[src/rtl/vc_demux_router_pkg.sv]
// Shared vc definitions for the demux router: select width, port limit, drop counter.
// Scrub option (in the slot): VC_DEMUX_ROUTER_SCRUB_EN.
`ifndef VC_DEMUX_ROUTER_PKG_SV
`define VC_DEMUX_ROUTER_PKG_SV
package vc_demux_router_pkg;
  localparam int VC_SEL_W     = 3;
  localparam int VC_MAX_PORTS = 8;
  localparam int VC_DROP_W    = 8;
  localparam logic [VC_DROP_W-1:0] VC_DROP_MAX = '1;

  // A select is legal when it names an instantiated port.
  function automatic logic sel_in_range(input logic [VC_SEL_W-1:0] sel, input int nports);
    return ({1'b0, sel} < (VC_SEL_W+1)'(nports));
  endfunction
endpackage
`endif

[src/rtl/vc_demux_router_slot.sv]
// One-entry output buffer: full flag plus data register with enq/deq.
// VC_DEMUX_ROUTER_SCRUB_EN: data clears to 0 on a dequeue with no refill.
module vc_demux_router_slot #(
  parameter int p_nbits = 32
) (
  input  logic               clk,
  input  logic               reset,
  input  logic               enq,
  input  logic               deq,
  input  logic [p_nbits-1:0] enq_msg,
  output logic               full,
  output logic [p_nbits-1:0] data
);
  always_ff @(posedge clk or posedge reset) begin
    if (reset) begin
      full <= 1'b0;
      data <= '0;
    end else if (enq) begin
      // enqueue wins over a same-cycle dequeue: slot stays full with new data
      full <= 1'b1;
      data <= enq_msg;
    end else if (deq) begin
      full <= 1'b0;
`ifdef VC_DEMUX_ROUTER_SCRUB_EN
      data <= '0;
`endif
    end
  end
endmodule

[src/rtl/vc_demux_router.sv]
// Val/rdy demux: one input stream steered by in_sel to p_nports buffered outputs.
// Out-of-range selects are consumed and counted; scrub option VC_DEMUX_ROUTER_SCRUB_EN lives in the slot.
module vc_demux_router
  import vc_demux_router_pkg::*;
#(
  parameter int p_nbits  = 32,
  parameter int p_nports = 4
) (
  input  logic                       clk,
  input  logic                       reset,
  input  logic                       in_val,
  output logic                       in_rdy,
  input  logic [VC_SEL_W-1:0]        in_sel,
  input  logic [p_nbits-1:0]         in_msg,
  output logic [p_nports-1:0]        out_val,
  input  logic [p_nports-1:0]        out_rdy,
  output logic [p_nports*p_nbits-1:0] out_msg,
  output logic [VC_DROP_W-1:0]       drop_count
);
  logic                              sel_ok;
  logic                              accept;
  logic [VC_MAX_PORTS-1:0]           port_rdy;
  logic [p_nports-1:0]               full;
  logic [p_nports-1:0]               enq;
  logic [p_nports-1:0][p_nbits-1:0]  data;

  assign sel_ok = sel_in_range(in_sel, p_nports);

  // Pad per-port readiness to the full select range so in_sel always indexes in bounds.
  always_comb begin
    port_rdy = '0;
    port_rdy[p_nports-1:0] = ~full | out_rdy;
  end

  assign in_rdy = sel_ok ? port_rdy[in_sel] : 1'b1;
  assign accept = in_val && in_rdy;

  for (genvar i = 0; i < p_nports; i++) begin : g_slot
    assign enq[i] = accept && sel_ok && (in_sel == VC_SEL_W'(i));
    vc_demux_router_slot #(.p_nbits(p_nbits)) u_slot (
      .clk     (clk),
      .reset   (reset),
      .enq     (enq[i]),
      .deq     (full[i] && out_rdy[i]),
      .enq_msg (in_msg),
      .full    (full[i]),
      .data    (data[i])
    );
  end

  assign out_val = full;
  assign out_msg = data;

  always_ff @(posedge clk or posedge reset) begin
    if (reset)
      drop_count <= '0;
    else if (accept && !sel_ok && drop_count != VC_DROP_MAX)
      drop_count <= drop_count + 1'b1;
  end
endmodule

[config.mk]
export PLATFORM = sky130hd
export DESIGN_NAME = vc_demux_router
export DESIGN_NICKNAME = d
export VERILOG_FILES = /design/src/rtl/vc_demux_router_pkg.sv /design/src/rtl/vc_demux_router_slot.sv /design/src/rtl/vc_demux_router.sv
export SDC_FILE = /design/constraint.sdc
export NUM_CORES = 1
export LEC_CHECK = 0
export BUFFER_PORTS_ARGS = -buffer_cell sky130_fd_sc_hd__buf_2
export CAP_MARGIN = 20
export CORE_MARGIN = 2
export CORE_UTILIZATION = 54
export CTS_CLUSTER_SIZE = 10
export DETAILED_ROUTE_END_ITERATION = 16
export PLACE_DENSITY_LB_ADDON = 0.05
export SLEW_MARGIN = 20
export SYNTH_ARGS = -nofsm -noshare
export SYNTH_HDL_FRONTEND = slang
export SYNTH_SLANG_ARGS = --single-unit
[constraint.sdc]
create_clock -name clk -period 6.8 [get_ports clk]
set_clock_uncertainty 0.1 [all_clocks]
set_input_delay 0.34 -clock clk [delete_from_list [all_inputs] [get_ports clk]]
set_output_delay 0.34 -clock clk [all_outputs]
set_load 0.02 [all_outputs]
==> results.sh, run 1 <==
export IMPL_drive_gt1_share_pct=61.3
export IMPL_post_route_min_period_ns=2.33
export IMPL_cts_made_buffers=17
export IMPL_totalPowerFinal_uw=2780
export IMPL_place_hpwl_um=8090
export IMPL_crit_required_ns=7.10
export IMPL_critPathMaxFanout=18
export IMPL_synth_top_area_cell="dfrtp_1"
export IMPL_status="finished clean"
export IMPL_met3_length_um=805
export IMPL_dp_cells=633
export IMPL_ys_flop_type="dfrtp_1"
export IMPL_synthArstFlopShare_pct=100
export IMPL_drt_wl_total_um=12400
export IMPL_cts_tree="yes"
export IMPL_die_area_sq_mm=0.0109
export IMPL_routedWlPerCell_um=17.7
export IMPL_ys_ff_latch=140
export IMPL_grt_overflow=0
export IMPL_cts_path_max_buffers=2
export IMPL_grt_pass1_vias=3814
export IMPL_worstReg2RegEnd="g_slot[3].u_slot.data[8]"
export IMPL_core_rowCount=36
export IMPL_ys_seq_area_share_pct=64.5
export IMPL_cts_hold_buf=30
export IMPL_setup_tns_ns=0
export IMPL_insertion_delay_ns=0.51
export IMPL_synth_edf_count=0
export IMPL_drtIter0Drc=109
export IMPL_timing_critical_path_buf_inv=1
export IMPL_clockRootBuffer="clkbuf_8"
export IMPL_synth_area_sq_mm=0.00543
export IMPL_nets=593
export IMPL_num_vias=3608
export IMPL_synth_top_cell_area_share_pct=64.5
export IMPL_endpoint="g_slot[3].u_slot.data[8]"
export IMPL_cts_max_level=4
export IMPL_reg2regPathDepth=4
export IMPL_relSlewSlack_pct=36.2
export IMPL_grt_pass1_wl_um=19800
export IMPL_slew_viol_final=0
export IMPL_max_freq_ghz=0.429
export IMPL_avgSynthCellArea_sq_um=16.2
export IMPL_die_h_um=104
export IMPL_path_class="reg -> reg"
export IMPL_io_pins=183
export IMPL_antenna_cells=0
export IMPL_cp_arrival_ns=2.63
export IMPL_synth_cell_types=29
export IMPL_dp_slack_ns=4.21
export IMPL_start_util_pct=55.5
export IMPL_final_antenna_net_count=0
export IMPL_fin_cells=696
export IMPL_p_leak_uw=0.00350
export IMPL_peakVddDrop_mv=0.200
export IMPL_worst_slack_ns=4.47
export IMPL_postCtsSetupRepairBufs=0
export IMPL_synthTopCellsByArea="dfrtp_1 (65%), mux2_2 (26%), buf_4 (1.4%)"
export IMPL_highest_layer="met4"
export IMPL_r2r_setup_slack_ns=4.47
export IMPL_worstMarginPinSlew_ns=0.954
export IMPL_critical_path_max_stage_delay_ns=0.75
export IMPL_cp_num_cells=4
export IMPL_wl_met2_um=6110
export IMPL_clk_pin_slew_ns=0.06
export IMPL_period_share_pct=34.3
export IMPL_drtPass1Iterations=4
export IMPL_drc=0
export IMPL_rsz0062_at_grt="false"
export IMPL_synth_top_cells_by_count="dfrtp_1 (140), mux2_2 (123), buf_4 (10)"
export IMPL_syn_to_final_growth_pct=34.4
export IMPL_cp_slowest_cell="nand4_1"
export IMPL_maxCapViolations=0
export IMPL_pwr_density_cell_mw_per_mm2=381
export IMPL_gp_congestion=0.772
export IMPL_critPathTopFamily="simple AND/OR/NAND/NOR gates"
export IMPL_syn_inst=335
export IMPL_core_area_sq_mm=0.00977
export IMPL_synth_net_count=378
export IMPL_grt_antenna_before_repair=0
export IMPL_cts_sinks=140
export IMPL_portBuffers=182
export IMPL_final_hold_viol_count=0
export IMPL_min_path_type="in -> reg"
export IMPL_cp_end_kind="flip-flop"
export IMPL_yosysWarnings=0
export IMPL_start_kind="flip-flop"
export IMPL_grtUsageTotal_pct=23.7
export IMPL_cp_cell_sequence="nand2b_1 -> nand4_1 -> buf_4 -> mux2_2"
export IMPL_vias_per_cell=5.18
export IMPL_yosysMostFrequentCell="dfrtp_1"
export IMPL_cts_resized=0
export IMPL_met1Wirelength_um=5250
export IMPL_reg2reg_from="g_slot[3].u_slot.full"
export IMPL_setup_viol=0
export IMPL_grt_max_degree=76
export IMPL_die_width_um=104
export IMPL_crit_start="g_slot[3].u_slot.full"
cells in the final DEF (no fill, tap or decap), drive strengths merged, types with 4 or more instances in the layout:
cell type    count
clkinvlp         5
a31oi            4
xnor2            4
buf            186
nand2b           4
mux2           129
clkbuf          21
dfrtp          140
dlygate4sd3     30
flip-flops by register name (all words and copies together), names as in the netlist:
register / flops
g_slot.u_slot.full: 4
drop_count: 8
g_slot.u_slot.data: 128
per-layer routing:
metal,up-vias,track usage (%)
met4,0,8.78
met5,-,0
li1,1630,-
met3,19,8.58
met2,127,37.6
met1,1832,30.2
worst min path at each step:
stage	startpoint	cells past startpoint	to
6_report	in_msg[24]	2	g_slot[1].u_slot.data[24]
5_1_grt	in_msg[24]	2	g_slot[1].u_slot.data[24]
4_1_cts	in_msg[24]	2	g_slot[1].u_slot.data[24]
3_5_place_dp	g_slot[2].u_slot.data[19]	1	g_slot[2].u_slot.data[19]
3_3_place_gp	g_slot[2].u_slot.data[19]	1	g_slot[2].u_slot.data[19]
2_1_floorplan	in_msg[1]	1	g_slot[0].u_slot.data[1]
kinds of logic after synthesis:
logic type                 Yosys count  synth area share, %
and+or+nand+nor                     24                 3.20
buffers and inverters               23                 2.86
adders and majority gates            1                0.230
AOI/OAI and AO/OA                   14                 1.75
muxes                              129                 26.8
xor gates and xnor gates             4                0.645
DFF                                140                 64.5
report_power, final:
group | internal, uW | switching, uW | total, uW | leakage [uW]
Sequential | 1030 | 109 | 1130 | 0.00169
Clock | 576 | 337 | 913 | 0.000276
Combinational | 298 | 432 | 730 | 0.00153
area by class of cell:
class,instances,area [sq um]
tap,133,166
multi-input combinational,172,1770
timing repair buffer,216,1240
fill,697,2480
sequential,140,3500
inverter,3,16.3
clock inverter,11,143
clock buffer,21,449
stage by stage:
step	hold WS [ns]	cell area (sq um)	utilization, %
6_report	0.0279	7290	74.6
5_1_grt	0.000892	7290	74.6
4_1_cts	0.000703	7280	74.5
3_5_place_dp	0.374	6390	65.4
3_3_place_gp	0.361	6390	65.4
2_1_floorplan	0.375	5430	-
Power figures use the tool's default switching activity.
==> run 2: changes to the inputs <==
CORE_UTILIZATION = 50   (was 54)
clock period = 2.3 ns   (was 6.8 ns; I/O delays follow)
==> results.sh, run 2 (same netlist as run 1, synthesis figures left out) <==
export IMPL_status="finished clean"
export IMPL_routedWlPerCell_um=17.0
export IMPL_vias_per_cell=5.05
export IMPL_final_common_cell="buf_2"
export IMPL_setup_viol=0
export IMPL_die_area_sq_mm=0.0117
export IMPL_cts_made_buffers=17
export IMPL_setup_tns_ns=0
export IMPL_nets=611
export IMPL_drc=0
export IMPL_grt_overflow=0
export IMPL_worstMarginPinSlew_ns=0.407
export IMPL_num_vias=3638
export IMPL_cp_end_kind="output port"
export IMPL_cts_resized=0
export IMPL_grtUsageTotal_pct=21.7
export IMPL_relSlewSlack_pct=72.8
export IMPL_grt_pass1_wl_um=19200
export IMPL_p_leak_uw=0.00359
export IMPL_crit_required_ns=2.09
export IMPL_antenna_cells=0
export IMPL_reg2reg_from="g_slot[0].u_slot.full"
export IMPL_final_antenna_net_count=0
export IMPL_post_route_min_period_ns=1.82
export IMPL_maxCapViolations=0
export IMPL_postCtsSetupRepairBufs=0
export IMPL_drive_gt1_share_pct=60.8
export IMPL_place_hpwl_um=8040
export IMPL_max_flop_register="g_slot.u_slot.data"
export IMPL_worstReg2RegEnd="g_slot[0].u_slot.data[16]"
export IMPL_portBuffers=182
export IMPL_core_area_sq_mm=0.0107
export IMPL_critPathMaxFanout=3
export IMPL_period_share_pct=79.0
export IMPL_rsz0062_at_grt="false"
export IMPL_syn_to_final_growth_pct=38.0
export IMPL_start_kind="flip-flop"
export IMPL_design_area_sq_mm=0.00749
export IMPL_r2r_setup_slack_ns=0.59
export IMPL_max_freq_ghz=0.551
export IMPL_core_rowCount=38
export IMPL_path_class="reg -> out"
export IMPL_drt_wl_total_um=12200
export IMPL_die_width_um=108
export IMPL_largest_reg_flops=128
export IMPL_dp_cells=647
export IMPL_peakVddDrop_mv=0.655
export IMPL_cts_path_max_buffers=2
export IMPL_cts_hold_buf=42
export IMPL_grt_max_degree=71
export IMPL_drtPass1Iterations=4
export IMPL_grt_antenna_before_repair=0
export IMPL_grt_pass1_vias=3732
export IMPL_pwr_density_cell_mw_per_mm2=1090
export IMPL_fin_cells=721
export IMPL_reg2regPathDepth=4
export IMPL_dp_slack_ns=0.592
export IMPL_reg_top3="g_slot.u_slot.data: 128 flops, drop_count: 8 flops, g_slot.u_slot.full: 4 flops"
export IMPL_insertion_delay_ns=0.50
export IMPL_cts_tree="yes"
export IMPL_postPlaceCellArea_sq_mm=0.00648
export IMPL_final_hold_viol_count=0
export IMPL_start_util_pct=50.7
export IMPL_min_path_type="in -> async"
export IMPL_worst_slack_ns=0.484
export IMPL_clk_pin_slew_ns=0.06
export IMPL_gp_congestion=0.778
export IMPL_drtIter0Drc=148
export IMPL_clockRootBuffer="clkbuf_8"
export IMPL_cp_arrival_ns=1.60
export IMPL_cts_sinks=140
export IMPL_slew_viol_final=0
export IMPL_io_pins=183
export IMPL_cts_max_level=4
export IMPL_layout_common_cells="buf_2 (182), dfrtp_1 (140), mux2_2 (123)"
export IMPL_die_h_um=108
-- run 2: layout make-up --
type,instances,area [sq um]
Clock buffer,20,455
Clock inverter,12,138
Fill cell,793,3210
Inverter,3,15.0
Multi-Input combinational cell,172,1770
Sequential cell,140,3500
Tap cell,140,175
Timing Repair Buffer,234,1430
-- run 2: worst max path at each step --
stage / startpoint / endpoint / slack [ns] / cells after the start
CTS: g_slot[0].u_slot.full / in_rdy / 0.49 / 3
floorplan: reset / drop_count[0] / 0.34 / 1
global route: g_slot[0].u_slot.full / in_rdy / 0.40 / 3
detailed placement: g_slot[0].u_slot.full / g_slot[0].u_slot.data[27] / 0.59 / 4
finish: g_slot[0].u_slot.full / in_rdy / 0.48 / 3
global placement: g_slot[0].u_slot.full / g_slot[0].u_slot.data[9] / 0.62 / 4
-- run 2: critical path, stage by stage, from the launching register on --
cell,delay [ns]
dfrtp_1,0.37
nor2b_1,0.17
o311ai_0,0.31
buf_2,0.25
-- run 2: report_power, final --
| part | leakage (uW) | total [uW] | internal [uW] | switching (uW) |
|---|---|---|---|---|
| clock | 0.000276 | 2660 | 1630 | 1030 |
| sequential | 0.00169 | 3350 | 3030 | 314 |
| combinational | 0.00162 | 2170 | 903 | 1270 |
| total | 0.00359 | 8180 | 5570 | 2610 |
-- run 2: routing by layer --
layer,routed length (um),track usage (%)
met4,133,6.32
met1,5210,27.3
met3,738,7.66
met2,6160,35.8
met5,0,0
-- run 2: through the flow --
step                      utilization [%]  total power (uW)  hold WS (ns)
after floorplan                         -              4690         0.150
after global placement               60.5              5460         0.199
after detailed placement             60.5              5520         0.195
after CTS                            70.0              8280         0.193
after global routing                 70.0              8570         0.238
final                                70.0              8180         0.201
